**config.mk**
```make
export PLATFORM = sky130hd
export DESIGN_NAME = dccm_bank_arb
export DESIGN_NICKNAME = d
export VERILOG_FILES = /design/src/rtl/dccm_bank_arb.sv
export SDC_FILE = /design/constraint.sdc
export NUM_CORES = 1
export LEC_CHECK = 0
export ABC_CLOCK_PERIOD_IN_PS = 4100
export CAP_MARGIN = 10
export CORE_AREA = 2 2 126 128
export DETAILED_ROUTE_END_ITERATION = 7
export DIE_AREA = 0 0 128 130
export GPL_ROUTABILITY_DRIVEN = 0
export SLEW_MARGIN = 25
export SYNTH_ARGS = -nofsm -noshare
export SYNTH_HDL_FRONTEND = slang
export SYNTH_SLANG_ARGS = --single-unit
```
**constraint.sdc**
```tcl
create_clock -name clk -period 4.1 [get_ports clk]
set_input_delay 0.82 -clock clk [delete_from_list [all_inputs] [get_ports clk]]
set_output_delay 0.82 -clock clk [all_outputs]
set_load 0.05 [all_outputs]
```
**src/rtl/dccm_bank_arb.sv**
```systemverilog
// Two-master (LSU/DMA) front end for the banked DCCM: bank decode, same-bank
// arbitration with DMA priority plus LSU anti-starvation, 1-cycle read return.
module dccm_bank_arb #(
   parameter  int NUM_BANKS   = 2,
   parameter  int INDEX_DEPTH = 8192,
   parameter  int DATA_WIDTH  = 32,
   parameter  int STARVE_MAX  = 4,
   localparam int BANK_W      = $clog2(NUM_BANKS),
   localparam int IDX_W       = $clog2(INDEX_DEPTH),
   localparam int ADDR_W      = BANK_W + IDX_W
) (
   input  logic                            clk,
   input  logic                            rst,
   input  logic                            lsu_req_valid,
   output logic                            lsu_req_ready,
   input  logic                            lsu_req_we,
   input  logic [ADDR_W-1:0]               lsu_req_addr,
   input  logic [DATA_WIDTH-1:0]           lsu_req_wdata,
   input  logic                            dma_req_valid,
   output logic                            dma_req_ready,
   input  logic                            dma_req_we,
   input  logic [ADDR_W-1:0]               dma_req_addr,
   input  logic [DATA_WIDTH-1:0]           dma_req_wdata,
   output logic [NUM_BANKS-1:0]            bank_rden,
   output logic [NUM_BANKS-1:0]            bank_wren,
   output logic [NUM_BANKS*IDX_W-1:0]      bank_addr,
   output logic [NUM_BANKS*DATA_WIDTH-1:0] bank_wr_data,
   input  logic [NUM_BANKS*DATA_WIDTH-1:0] bank_rd_data,
   output logic                            lsu_rsp_valid,
   output logic [DATA_WIDTH-1:0]           lsu_rsp_data,
   output logic                            dma_rsp_valid,
   output logic [DATA_WIDTH-1:0]           dma_rsp_data
);

   logic [BANK_W-1:0] w_lsu_bank;
   logic [BANK_W-1:0] w_dma_bank;
   logic [IDX_W-1:0]  w_lsu_idx;
   logic [IDX_W-1:0]  w_dma_idx;
   logic              w_conflict;
   logic              w_lsu_force;
   logic              w_lsu_gnt;
   logic              w_dma_gnt;

   logic [3:0]        r_starve_cnt;
   logic              r_lsu_rsp_valid;
   logic              r_dma_rsp_valid;
   logic [BANK_W-1:0] r_lsu_rsp_bank;
   logic [BANK_W-1:0] r_dma_rsp_bank;

   assign w_lsu_bank = lsu_req_addr[BANK_W-1:0];
   assign w_dma_bank = dma_req_addr[BANK_W-1:0];
   assign w_lsu_idx  = lsu_req_addr[ADDR_W-1:BANK_W];
   assign w_dma_idx  = dma_req_addr[ADDR_W-1:BANK_W];

   assign w_conflict  = lsu_req_valid && dma_req_valid && (w_lsu_bank == w_dma_bank);
   assign w_lsu_force = (r_starve_cnt == 4'(STARVE_MAX));

   assign lsu_req_ready = !w_conflict || w_lsu_force;
   assign dma_req_ready = !w_conflict || !w_lsu_force;
   assign w_lsu_gnt     = lsu_req_valid && lsu_req_ready;
   assign w_dma_gnt     = dma_req_valid && dma_req_ready;

   // Counter only advances on a lost conflict, so it saturates at STARVE_MAX.
   always_ff @(posedge clk or posedge rst) begin
      if (rst) begin
         r_starve_cnt <= '0;
      end else if (w_lsu_gnt) begin
         r_starve_cnt <= '0;
      end else if (w_conflict) begin
         r_starve_cnt <= r_starve_cnt + 4'd1;
      end
   end

   always_ff @(posedge clk or posedge rst) begin
      if (rst) begin
         r_lsu_rsp_valid <= 1'b0;
         r_dma_rsp_valid <= 1'b0;
         r_lsu_rsp_bank  <= '0;
         r_dma_rsp_bank  <= '0;
      end else begin
         r_lsu_rsp_valid <= w_lsu_gnt && !lsu_req_we;
         r_dma_rsp_valid <= w_dma_gnt && !dma_req_we;
         if (w_lsu_gnt && !lsu_req_we) r_lsu_rsp_bank <= w_lsu_bank;
         if (w_dma_gnt && !dma_req_we) r_dma_rsp_bank <= w_dma_bank;
      end
   end

   // Both grants can never target the same bank, so the two ifs never overlap.
   always_comb begin
      bank_rden    = '0;
      bank_wren    = '0;
      bank_addr    = '0;
      bank_wr_data = '0;
      for (int b = 0; b < NUM_BANKS; b++) begin
         if (w_lsu_gnt && (w_lsu_bank == BANK_W'(b))) begin
            bank_rden[b]                          = !lsu_req_we;
            bank_wren[b]                          = lsu_req_we;
            bank_addr[b*IDX_W +: IDX_W]           = w_lsu_idx;
            bank_wr_data[b*DATA_WIDTH +: DATA_WIDTH] = lsu_req_wdata;
         end
         if (w_dma_gnt && (w_dma_bank == BANK_W'(b))) begin
            bank_rden[b]                          = !dma_req_we;
            bank_wren[b]                          = dma_req_we;
            bank_addr[b*IDX_W +: IDX_W]           = w_dma_idx;
            bank_wr_data[b*DATA_WIDTH +: DATA_WIDTH] = dma_req_wdata;
         end
      end
   end

   always_comb begin
      lsu_rsp_data = '0;
      dma_rsp_data = '0;
      for (int b = 0; b < NUM_BANKS; b++) begin
         if (r_lsu_rsp_valid && (r_lsu_rsp_bank == BANK_W'(b)))
            lsu_rsp_data = bank_rd_data[b*DATA_WIDTH +: DATA_WIDTH];
         if (r_dma_rsp_valid && (r_dma_rsp_bank == BANK_W'(b)))
            dma_rsp_data = bank_rd_data[b*DATA_WIDTH +: DATA_WIDTH];
      end
   end

   assign lsu_rsp_valid = r_lsu_rsp_valid;
   assign dma_rsp_valid = r_dma_rsp_valid;

endmodule

```
Word level (Yosys, flattened, before mapping)
Cells that the tools add are included.
{"block": "totals", "elab_cells": 55, "regBits": 8, "input_bits": 162}
{"block": "classes", "n_bitwise": 4, "n_reduce_logical": 21, "add_sub_neg": 1, "eq_ne": 2, "mux": 22}
{"operator": "32-bit 2-to-1 mux", "count": 8}
{"operator": "13-bit 2-to-1 mux", "count": 4}
{"operator": "1-bit logical AND", "count": 14}
{"operator": "1-bit 2-to-1 mux", "count": 8}
{"operator": "4-bit 2-to-1 mux", "count": 2}
{"operator": "4-bit by 1-bit adder with 4-bit output, second input constant", "count": 1}
{"operator": "4-bit by 3-bit == test with 1-bit output, second input constant", "count": 1}
{"operator": "1-bit zero test", "count": 4}
{"operator": "1-bit inverter", "count": 4}
{"operator": "1-bit logical OR", "count": 2}
{"operator": "2-bit nonzero test", "count": 1}
{"operator": "1-bit == test", "count": 1}

Depth between registers and ports, before layout
Gate-level depths: netlist of run 1.
{"block": "depth", "depth_word": 8, "depth_mapped": 7, "ltp_nobuf": 5}

Least setup slack after synthesis of run 1
OpenSTA, ideal clock, no wires.
{"block": "synth_timing", "path_type": "input -> output", "startpoint": "input lsu_req_valid", "endpoint": "output bank_addr[13]", "setup_slack_ns": 1.126, "path_stages": 6, "path_buffers": 3, "arrival_time_ns": 2.154, "cell_sequence": "buf_2 > and4b_1 > a21oi_1 > buf_2 > buf_6 > a22o_1"}
{"block": "synth_via", "elab_chain_cells": 8, "elab_cells_between_ends": 11, "classes_between": "mux (2); reduce/logical (9)"}
{"item": "from (decl)", "line_no": "14", "source": "input logic lsu_req_valid,"}
{"item": "1-bit logical AND (2 in a row)", "line_no": "55", "source": "assign w_conflict = lsu_req_valid && dma_req_valid && (w_lsu_bank == w_dma_bank);"}
{"item": "1-bit zero test", "line_no": "58, 59"}
{"item": "1-bit logical OR", "line_no": "58", "source": "assign lsu_req_ready = !w_conflict || w_lsu_force;"}
{"item": "1-bit logical AND", "line_no": "60", "source": "assign w_lsu_gnt = lsu_req_valid && lsu_req_ready;"}
{"item": "1-bit logical AND", "line_no": "95", "source": "if (w_lsu_gnt && (w_lsu_bank == BANK_W'(b))) begin"}
{"item": "13-bit 2-to-1 mux", "line_no": "95"}
{"item": "13-bit 2-to-1 mux (*)", "line_no": "101", "source": "if (w_dma_gnt && (w_dma_bank == BANK_W'(b))) begin"}
{"item": "to (decl)", "line_no": "26", "source": "output logic [NUM_BANKS*IDX_W-1:0] bank_addr,"}
Mark *: on every way between the ends. The rest lies on a longest branch, timed or not.

Final worst setup path of run 1
{"block": "layout_timing", "startpoint": "input lsu_req_addr[0]", "endpoint": "output lsu_req_ready"}
{"block": "layout_via", "elab_chain_cells": 4}
{"item": "from (decl)", "line_no": "17", "source": "input logic [ADDR_W-1:0] lsu_req_addr,"}
{"item": "1-bit == test", "line_no": "55"}
{"item": "1-bit logical AND", "line_no": "55"}
{"item": "1-bit zero test", "line_no": "58"}
{"item": "1-bit logical OR", "line_no": "58"}
{"item": "to (decl)", "line_no": "15", "source": "output logic lsu_req_ready,"}
Every way passes these cells.

==> results.toml, run 1 <==
[outcome]
status = "completed"

[timing]
fmax_ghz = 0.258
period_needed_ns = 3.88
post-route-period-util = 0.946
setup_violations = 0
hold_viol_final = 0
rsz0062_at_grt = "false"
fin_setup_tns_ns = 0
whs_ns = 0.539
drv_slew = 0
worst_slew_pin_slew_ns = 0.946
max-slew-margin-rel = 0.369
fin_worst_skew_ns = 0.00171

[die]
die_x_um = 128
row_count = 46
start_util = 0.166
die_height_um = 130
die_area_um2 = 16600
ios = 324
core_area_um2 = 15400

[detailed_routing]
first_pass_iters = 4
wirelength_um = 14600
first_iter_violations = 140
avgRoutedWirePerCell_um = 18.3
vias = 3793
via_per_inst = 4.74
post-route-drc-count = 0
final_antenna_net_count = 0

[synth]
yosys_warnings = 0
synth_cells = 309
synth_area_um2 = 2560
synth_top_area_share = 0.322
yosysTopAreaCell = "a22o_1"
synth_nets = 473
synthTopCellsByCount = "94 x a22o_1, 66 x nor2b_1, 65 x mux2i_1"
ys_async_sr_fraction = 1.00
yosys-top-cells-area = "a22o_1 32%, mux2i_1 25%, nor2b_1 16%"
synth_flop_cell = "dfrtp_1"
yosysSeqAreaShare = 0.0782
synth_edf_count = 0
synth_most_common_cell = "a22o_1"
syn_avg_cell_area_um2 = 8.28
ys_types = 33
ys_ff_latch = 8

[grt]
grt_pass1_vias = 3590
grt_pass1_wl_um = 20800
track_usage = 0.156
antenna_found_initial = 0
grt_max_degree = 49
grt-ovfl-total = 0

[placement]
dp_hpwl_um = 11900
dpl.cell_count = 797
portBuffers = 323

[critical_path]
ff2ff_setup_slack_ns = 2.19
cp_max_fo = 7
cp.arrival_ns = 3.06
critPathLaunchType = "input port"
cp_common_cell = "clkdlybuf4s50_1"
max_stage_delay_ns = 0.77
critPathCaptureType = "output pin"
required_ns = 3.28
r2r_cells = 5
cp_slowest_cell = "clkdlybuf4s50_1"
critPathKind = "input port to output pin"
crit_chain = "clkdlybuf4s50_1 > xnor2_1 > nand4_1 > clkdlybuf4s50_1"

[power]
power_density_nw_per_um2 = 217
pwr-share-seq = 0.088
power_frac_comb = 0.800
clkPwrFrac = 0.112
leakage_nw = 2.79
swShare = 0.468
internal_power_mw = 0.802
power_mw = 1.51
net-switching-power_mw = 0.707
ir_drop_mv = 0.125

[final_layout]
synthToLayoutAreaGrowth_pct = 171
fin_cells = 801
multi_input_area_um2 = 2170
drive_gt1_frac = 0.187
fill_cells = 1448
fin_nets = 774
utilization = 0.450
register_area_um2 = 203
diodes = 0

[clock_tree]
cts_tree = "done"
cts_buffer_depth = 2
cts_sinks = 8
cts_buffers = 3
cts_resized = 0
cts-root-buf = "clkbuf_16"
htreeDepth = 1
post-cts-setup-buffer-count = 0
clkSlewWorstSetupHoldPaths_ns = 0.04
cts_hold_buf = 0
clk_latency_ns = 0.23

[run]
drv_cap = 0

[hold_path]
hold_path.class = "register to register"
holdPathStages = 1
## per-layer routing
| layer | share of wire | GRT usage | vias up |
|---|---|---|---|
| met2 | 0.52 | 0.292 | 178 |
| met4 | 0.011 | 0.0239 | 0 |
| met1 | 0.40 | 0.190 | 1806 |
| met3 | 0.069 | 0.0291 | 12 |
| met5 | 0 | 0 | - |
| li1 | - | - | 1797 |
## cell type report
| class | count | area share |
|---|---|---|
| timing repair buffer | 332 | 0.607 |
| tap | 192 | 0.0346 |
| inverter | 9 | 0.00487 |
| sequential | 8 | 0.0292 |
| multi-input combinational | 256 | 0.313 |
| clock buffer | 4 | 0.0114 |
## sequential cells by signal, summed over array words and instances (netlist names)
| name | count |
|---|---|
| dma_rsp_valid | 1 |
| lsu_rsp_valid | 1 |
| r_dma_rsp_bank | 1 |
| r_lsu_rsp_bank | 1 |
| r_starve_cnt | 4 |
## cell usage in the layout (no fill, tap or decap), types with 2 or more instances in the layout
cell type / instances
clkdlybuf4s50_1: 229
dfrtp_2: 2
mux2i_1: 65
buf_4: 11
ha_1: 2
dfrtp_1: 6
buf_12: 92
nand3_1: 3
nand4_1: 2
a22o_1: 94
clkbuf_16: 3
nand2_1: 4
inv_1: 8
nor2b_1: 66
## power groups by stage
| stage | Combinational (mW) | Sequential (mW) | Clock, mW |
|---|---|---|---|
| after floorplan | 0.654 | 0.0937 | 0 |
| after global placement | 1.20 | 0.136 | 0 |
| after detailed placement | 1.21 | 0.135 | 0 |
| after CTS | 1.21 | 0.134 | 0.173 |
| after global routing | 1.25 | 0.139 | 0.175 |
| final | 1.21 | 0.133 | 0.169 |
## per-stage QoR
step / setup WS, ns / instance area [µm²]
floorplan: 1.13 / 2560
global placement: 0.341 / 6850
detailed placement: 0.261 / 6850
CTS: 0.244 / 6930
global route: 0.112 / 6940
finish: 0.222 / 6940
## worst paths after layout
| kind | startpoint | to |
|---|---|---|
| max in group asynchronous | rst | r_lsu_rsp_bank |
| hold / removal | r_starve_cnt[3] | r_starve_cnt[3] |
| setup / recovery | lsu_req_addr[0] | lsu_req_ready |
| setup reg to reg | r_starve_cnt[0] | r_dma_rsp_bank |
| hold reg to reg | r_starve_cnt[3] | r_starve_cnt[3] |
| min in group asynchronous | rst | lsu_rsp_valid |
## cell families after synthesis
family,share of synthesized area
and+or+nand+nor,0.198
adders and majority gates,0.00977
AOI/OAI and AO/OA,0.361
buffers and inverters,0.0958
DFF,0.0782
muxes,0.254
xor gates and xnor gates,0.00342
## worst max-delay path, delay by kind of cell
kind | cells | cell delay [ns]
buffers and inverters | 2 | 1.38
xor gates and xnor gates | 1 | 0.61
and+or+nand+nor | 1 | 0.24
Note: power is estimated with default switching activity, not from simulation.
==> run 2, diff against run 1 <==
SKIP_LAST_GASP = 1   (was not set)
==> results of run 2 <==
Same layout as run 1: the final DEF is identical, and so are final timing and power.
